<file path="src/rtl/md_issue_ctrl_pkg.sv">
// rtl/md_issue_ctrl_pkg.sv - shared opcode/func constants, latency defaults and FSM encoding
package md_issue_ctrl_pkg;

  localparam logic [5:0] OP_SPECIAL = 6'h00;

  localparam logic [5:0] FUNC_MFHI  = 6'h10;
  localparam logic [5:0] FUNC_MTHI  = 6'h11;
  localparam logic [5:0] FUNC_MFLO  = 6'h12;
  localparam logic [5:0] FUNC_MTLO  = 6'h13;
  localparam logic [5:0] FUNC_MULT  = 6'h18;
  localparam logic [5:0] FUNC_MULTU = 6'h19;
  localparam logic [5:0] FUNC_DIV   = 6'h1A;
  localparam logic [5:0] FUNC_DIVU  = 6'h1B;

  localparam int unsigned MULT_LAT_DEF = 5;
  localparam int unsigned DIV_LAT_DEF  = 10;

  typedef enum logic {
    ST_IDLE = 1'b0,
    ST_WAIT = 1'b1
  } md_state_t;

endpackage

</file>
<file path="src/rtl/md_decode.sv">
// rtl/md_decode.sv - classifies one instruction word as MD start-class, divide or HI/LO access
module md_decode
  import md_issue_ctrl_pkg::*;
(
  input  logic [31:0] instr,
  output logic        is_start,
  output logic        is_div,
  output logic        is_access
);

  logic [5:0] op;
  logic [5:0] func;
  logic       unused_fields;

  assign op            = instr[31:26];
  assign func          = instr[5:0];
  assign unused_fields = ^instr[25:6];

  always_comb begin
    is_start  = 1'b0;
    is_div    = 1'b0;
    is_access = 1'b0;
    if (op == OP_SPECIAL) begin
      case (func)
        FUNC_MULT, FUNC_MULTU: is_start = 1'b1;
        FUNC_DIV, FUNC_DIVU: begin
          is_start = 1'b1;
          is_div   = 1'b1;
        end
        FUNC_MFHI, FUNC_MTHI, FUNC_MFLO, FUNC_MTLO: is_access = 1'b1;
        default: ;
      endcase
    end
  end

endmodule

</file>
<file path="src/rtl/md_issue_ctrl.sv">
// rtl/md_issue_ctrl.sv - issues mul/div operations, stalls dependent HI/LO traffic and checks unit latency
module md_issue_ctrl
  import md_issue_ctrl_pkg::*;
#(
  parameter int unsigned MULT_LAT = MULT_LAT_DEF,
  parameter int unsigned DIV_LAT  = DIV_LAT_DEF
) (
  input  logic        clk,
  input  logic        reset,
  input  logic [31:0] Instr_D,
  input  logic [31:0] Instr_E,
  input  logic        Busy,
  output logic        Start,
  output logic        Stall,
  output logic        MdBusy,
  output logic        Err
);

  localparam logic [3:0] MULT_CNT = 4'(MULT_LAT);
  localparam logic [3:0] DIV_CNT  = 4'(DIV_LAT);

  md_state_t  state, state_next;
  logic [3:0] cnt, cnt_next;
  logic       first_q, first_next;
  logic       err_q, err_set;

  logic is_start_d, is_access_d, unused_div_d;
  logic is_start_e, is_div_e, is_access_e;
  logic unused_access_e;

  assign unused_access_e = is_access_e;

  md_decode u_dec_d (
    .instr     (Instr_D),
    .is_start  (is_start_d),
    .is_div    (unused_div_d),
    .is_access (is_access_d)
  );

  md_decode u_dec_e (
    .instr     (Instr_E),
    .is_start  (is_start_e),
    .is_div    (is_div_e),
    .is_access (is_access_e)
  );

  always_ff @(posedge clk) begin
    if (reset) begin
      state   <= ST_IDLE;
      cnt     <= 4'd0;
      first_q <= 1'b0;
      err_q   <= 1'b0;
    end else begin
      state   <= state_next;
      cnt     <= cnt_next;
      first_q <= first_next;
      err_q   <= err_q | err_set;
    end
  end

  // first_q marks the first WAIT cycle, where a late Busy rise is tolerated
  always_comb begin
    state_next = state;
    cnt_next   = cnt;
    first_next = 1'b0;
    err_set    = 1'b0;
    case (state)
      ST_IDLE: begin
        if (is_start_e) begin
          state_next = ST_WAIT;
          cnt_next   = is_div_e ? DIV_CNT : MULT_CNT;
          first_next = 1'b1;
        end
        if (Busy) err_set = 1'b1;
      end
      ST_WAIT: begin
        if (cnt == 4'd1) state_next = ST_IDLE;
        else             cnt_next   = cnt - 4'd1;
        if ((cnt > 4'd1) && !first_q && !Busy) err_set = 1'b1;
        if (is_start_e) err_set = 1'b1;
      end
      default: state_next = ST_IDLE;
    endcase
  end

  always_comb begin
    Start  = 1'b0;
    Stall  = 1'b0;
    MdBusy = 1'b0;
    if (!reset) begin
      Start  = (state == ST_IDLE) && is_start_e;
      MdBusy = (state == ST_WAIT);
      Stall  = (is_start_d || is_access_d) && ((state == ST_WAIT) || Start);
    end
  end

  assign Err = err_q;

endmodule

</file>
<file path="config.mk">
export PLATFORM = sky130hd
export DESIGN_NAME = md_issue_ctrl
export DESIGN_NICKNAME = d
export VERILOG_FILES = /design/src/rtl/md_issue_ctrl_pkg.sv /design/src/rtl/md_decode.sv /design/src/rtl/md_issue_ctrl.sv
export SDC_FILE = /design/constraint.sdc
export NUM_CORES = 1
export LEC_CHECK = 0
export ABC_AREA = 1
export ABC_CLOCK_PERIOD_IN_PS = 1500
export CAP_MARGIN = 20
export CORE_ASPECT_RATIO = 0.8
export CORE_UTILIZATION = 25
export CTS_BUF_LIST = sky130_fd_sc_hd__clkbuf_8 sky130_fd_sc_hd__clkbuf_16
export DETAILED_ROUTE_END_ITERATION = 10
export GPL_ROUTABILITY_DRIVEN = 0
export HOLD_SLACK_MARGIN = 0.15
export PLACE_DENSITY = 0.8
export SETUP_SLACK_MARGIN = 0.5
export SYNTH_ARGS = -nofsm -noshare
export SYNTH_HDL_FRONTEND = slang
export SYNTH_HIERARCHICAL = 1
export SYNTH_SLANG_ARGS = --single-unit
</file>
<file path="constraint.sdc">
create_clock -name clk -period 1.5 [get_ports clk]
set_clock_uncertainty 0.15 [all_clocks]
set_input_delay 0.225 -clock clk [delete_from_list [all_inputs] [get_ports clk]]
set_output_delay 0.225 -clock clk [all_outputs]
set_load 0.05 [all_outputs]
</file>
==> out/qor.json, run 1 <==
{
  "vias": 697,
  "hold_viol": 0,
  "die_area_um2": 2310,
  "signed_area_change_from_the_synthesized_netlist_to_the_final_layout_pct": 114,
  "critPathMaxStageDelay_ps": 140,
  "io_buffers": 27,
  "hold_critical_path_endpoint": "first_q",
  "post_layout_minimum_cycle_time_ps": 1430,
  "ff_latch_area_um2": 150,
  "detail_route.vias_per_cell": 4.56,
  "worst_r2r_startpoint": "state",
  "drt-initial-drc-count": 5,
  "route.antenna.remaining_nets": 0,
  "ir_worst_vdd_mv": 0.501,
  "placement.cell_area_um2": 986,
  "mappedNetlistNets": 156,
  "fp.dieW_um": 53.4,
  "rows": 14,
  "yosys_warnings": 6,
  "routedWlPerCell_um": 12.6,
  "die-height_um": 43.2,
  "setup.reg_to_reg.worst_slack_ps": 120,
  "path_clk_slew_ps": 40,
  "antenna_found_initial": 0,
  "cp_required_ps": 1120,
  "hold_class": "in -> reg",
  "rr_endpoint": "cnt[1]",
  "largest_net_degree_at_the_start_of_global_routing": 7,
  "clock.fmax_mhz": 697,
  "rsz0062_at_grt": "yes",
  "routed_wirelength_mm": 1.92,
  "timing.reg2reg.worst_path_depth": 7,
  "worst_slew_pin_tran_ps": 285,
  "first_pass_iters": 4,
  "cts_made_buffers": 3,
  "path_cells": "buf_6 > nor2_4 > nand3_4 > nor2_4 > buf_6 > nor2_4 > nor2_4 > buf_12",
  "fillerInstances": 168,
  "critPathSlowestCell": "nor2_4",
  "first_global_vias": 696,
  "gr-total-overflow": 0,
  "worst_hold_startpoint": "Instr_E[30]",
  "cts.path.max_buffers": 2,
  "synthCells": 87,
  "initial_core_util": 0.272,
  "tritoncts_clock_tree": "done",
  "power.density_nw_per_um2": 513,
  "multi_input_comb_area_um2": 487,
  "cp_top_family": "simple AND/OR/NAND/NOR gates",
  "end_kind": "primary output",
  "timing.hold.worst_path_depth": 7,
  "global_route_wire_length_before_repair_mm": 2.97,
  "cts_hold_buffers": 0,
  "core_area_um2": 1940,
  "timing_max_transition_violations_final": 0,
  "detailedPlacementHpwl_mm": 1.23,
  "criticalPathCategory": "in -> out",
  "crit_arrival_ps": 1060,
  "static_leakage_nw": 0.475,
  "cts_root_buffer": "clkbuf_8",
  "critical_path_peak_fanout": 2,
  "layout.nets": 199,
  "timing.critical_path.depth": 8,
  "clock_latency_ps": 230,
  "diodes": 0,
  "syn_area_per_cell_um2": 6.08,
  "period_share": 0.956,
  "synth.cell_area_um2": 529,
  "cts_num_sinks": 7,
  "finish.instance_area_um2": 1130,
  "grt_use_total": 0.189,
  "critPathMostFrequentCell": "nor2_4",
  "critPathLaunchType": "primary input",
  "cts_max_level": 1,
  "drcViolationCount": 0,
  "cp_num_buf_inv": 3,
  "run_status": "finished, final reports clean",
  "max-cap-violations": 0,
  "maxSlewHeadroom": 0.810,
  "total_power_mw": 0.580,
  "setup_viol_count_final": 0,
  "ratio_of_cells_with_drive_above_1_in_the_final_layout": 0.628,
  "i_o_pin_count": 71
}
[per-layer routing]
metal / global-route usage / wire [um]
met1: 0.200 / 730
met4: 0.105 / 37
met2: 0.328 / 1040
met3: 0.0538 / 113
met5: 0 / 0
[how the worst max path moves through the flow]
stage | from | to | slack, ps
6_report | Instr_E[27] | Stall | 70
3_5_place_dp | Instr_E[3] | Start | -360
2_1_floorplan | Instr_E[27] | Start | 50
3_3_place_gp | Instr_E[27] | Start | -340
5_1_grt | Instr_E[27] | Stall | 20
4_1_cts | Instr_D[29] | Stall | 80
[cells in the final DEF (no fill, tap or decap), types with 3 or more instances in the layout]
master	n
nand2_1	15
nor2_4	13
nor2_1	10
buf_6	10
buf_4	10
inv_1	8
buf_2	7
inv_2	5
nor2_2	5
nand3_1	4
clkbuf_2	4
buf_12	4
clkbuf_8	3
dfxtp_1	3
[worst min-delay path: cells and delay by family]
kind	cells	cell delay, ps
buffers and inverters	3	260
AND/OR/NAND/NOR	4	160
[stage by stage]
step	utilization	setup slack (ps)	cells	setup TNS, ps	hold WS (ps)
finish	0.582	66.2	153	0	310
global route	0.582	23.8	153	0	331
CTS	0.574	83.3	153	0	309
detailed placement	0.507	-357	140	-2020	337
global placement	0.507	-340	140	-1710	323
floorplan	-	46.3	87	0	137
[layout make-up]
| type | count | area share |
|---|---|---|
| clock inverter | 1 | 0.00332 |
| timing repair buffer | 39 | 0.320 |
| inverter | 14 | 0.0509 |
| multi-input combinational | 65 | 0.430 |
| clock buffer | 3 | 0.0365 |
| tap | 24 | 0.0265 |
| sequential | 7 | 0.133 |
[state kept, by name (all words and copies together), names as in the netlist]
signal,cells
cnt,4
first_q,1
state,1
Err,1
[power by group]
part,switching (mW),internal [mW]
sequential,0.00222,0.186
clock,0.0943,0.178
combinational,0.0533,0.0667
[what timing repair did]
action / in CTS / in global routing
buffers inserted: 9 / 0
gates cloned: 0 / 0
pin swaps: 25 / 13
endpoints found under the setup margin: 11 / 11
resized for setup: 90 / 12
No activity file was read; power rests on OpenSTA's default activity.
==> run 2: changes to the inputs <==
- ABC_AREA: 1 -> 0
==> out/qor.json, run 2 <==
{
  "die-height_um": 42.7,
  "cts_num_sinks": 7,
  "cts_made_buffers": 3,
  "layout_commonest_cell": "buf_4",
  "violations_in_the_final_reports": "negative setup slack",
  "routedWlPerCell_um": 14.1,
  "initial_core_util": 0.271,
  "placed_cells": 118,
  "drt-initial-drc-count": 11,
  "fp.dieW_um": 52.9,
  "i_o_pin_count": 71,
  "final_cell_mix": "buf_4 (16), dlygate4sd2_1 (10), buf_6 (10)",
  "rows": 14,
  "critical_path_peak_fanout": 3,
  "cp_required_ps": 1120,
  "crit_start": "Instr_E[31]",
  "first_pass_iters": 4,
  "multi_input_comb_area_um2": 509,
  "cts_max_level": 1,
  "detailedPlacementHpwl_mm": 1.24,
  "global_route_wire_length_before_repair_mm": 3.02,
  "die_area_um2": 2260,
  "crit_arrival_ps": 1630,
  "setup.reg_to_reg.worst_slack_ps": 0,
  "gr-total-overflow": 0,
  "antenna_found_initial": 0,
  "static_leakage_nw": 0.548,
  "vias": 685,
  "switching_share": 0.240,
  "largest_net_degree_at_the_start_of_global_routing": 7,
  "ff_latch_area_um2": 145,
  "core_area_um2": 1910,
  "end_kind": "primary output",
  "max_flop_register": "cnt",
  "final_core_utilization": 0.664,
  "signed_area_change_from_the_synthesized_netlist_to_the_final_layout_pct": 145,
  "routed_wirelength_mm": 1.97,
  "syn_area_per_cell_um2": 8.35,
  "hold_class": "in -> reg",
  "fillerInstances": 158,
  "internal-power_mw": 0.440,
  "synth.cell_area_um2": 518,
  "power.net_switching_mw": 0.139,
  "mappedNetlistNets": 131,
  "max-cap-violations": 0,
  "cts.path.max_buffers": 2,
  "timing_max_transition_violations_final": 0,
  "layout.cells.non_filler": 140,
  "maxSlewHeadroom": 0.801,
  "clock.fmax_mhz": 499,
  "share_seq_of_total_power": 0.328,
  "path_clk_slew_ps": 40,
  "worst_hold_startpoint": "reset",
  "yosys_warnings": 6,
  "worst_r2r_startpoint": "cnt[0]",
  "critPathLaunchType": "primary input",
  "synthCells": 62,
  "detail_route.vias_per_cell": 4.89,
  "rsz0062_at_grt": "yes",
  "tritoncts_clock_tree": "done",
  "cts_root_buffer": "clkbuf_8",
  "clock_power_share": 0.476,
  "p_comb_frac": 0.196,
  "setup_viol_count_final": 9,
  "criticalPathCategory": "in -> out",
  "drcViolationCount": 0,
  "hold_viol": 0,
  "ratio_of_cells_with_drive_above_1_in_the_final_layout": 0.543,
  "first_global_vias": 698,
  "route.antenna.remaining_nets": 0,
  "postLayoutSetupSlackWorst_ps": -504,
  "cts_hold_buffers": 0,
  "run_status": "finished with violations",
  "largest_reg_flops": 4,
  "period_share": 1.34,
  "post_layout_minimum_cycle_time_ps": 2000,
  "worst_slew_pin_tran_ps": 294,
  "diodes": 0,
  "layout.nets": 186,
  "clock_latency_ps": 230,
  "ir_worst_vdd_mv": 0.423,
  "io_buffers": 27,
  "grt_use_total": 0.185,
  "power.density_nw_per_um2": 457
}
run 2: worst paths after layout:
| kind | end | cells after the start |
|---|---|---|
| max | Start | 7 |
| min | Err | 3 |
| max reg2reg | cnt[1] | 5 |
| min reg2reg | cnt[1] | 2 |
run 2: cell type report:
cell class	instances	area share
Tap cell	24	0.0237
Inverter	5	0.0148
Clock buffer	3	0.0325
Sequential cell	7	0.114
Multi-Input combinational cell	48	0.401
Timing Repair Buffer	52	0.409
Clock inverter	1	0.00394
run 2: per-stage QoR:
step	setup slack [ps]	power (mW)	cell area (um^2)	setup TNS, ps	hold WS [ps]
3_3_place_gp	-744	0.296	945	-6060	354
4_1_cts	-521	0.582	1160	-2600	360
3_5_place_dp	-769	0.298	945	-6280	363
6_report	-504	0.579	1270	-2770	352
5_1_grt	-556	0.608	1270	-3170	379
2_1_floorplan	-425	0.223	568	-1780	264
run 2: repair_timing:
item	CTS	global route
pin swaps	13	14
endpoints found under the setup margin	11	11
setup buffers	13	5
gates resized for setup	43	17
run 2: worst max-delay path, cell delays in order:
cell	delay [ps]
buf_6	90
or4_4	540
nor3_4	290
buf_6	150
nand2b_4	70
nor2_4	130
buf_12	140
run 2: power groups by stage:
stage	logic (mW)	registers (mW)	clock network (mW)
3_3_place_gp	0.101	0.195	0
6_report	0.113	0.190	0.276
3_5_place_dp	0.103	0.195	0
5_1_grt	0.121	0.190	0.297
2_1_floorplan	0.0225	0.200	0
4_1_cts	0.109	0.190	0.283
run 2: per-layer routing:
| layer | track usage | part of all wire |
|---|---|---|
| met4 | 0.0211 | 0 |
| met3 | 0.0717 | 0.074 |
| met1 | 0.211 | 0.42 |
| met5 | 0 | 0 |
| met2 | 0.332 | 0.51 |
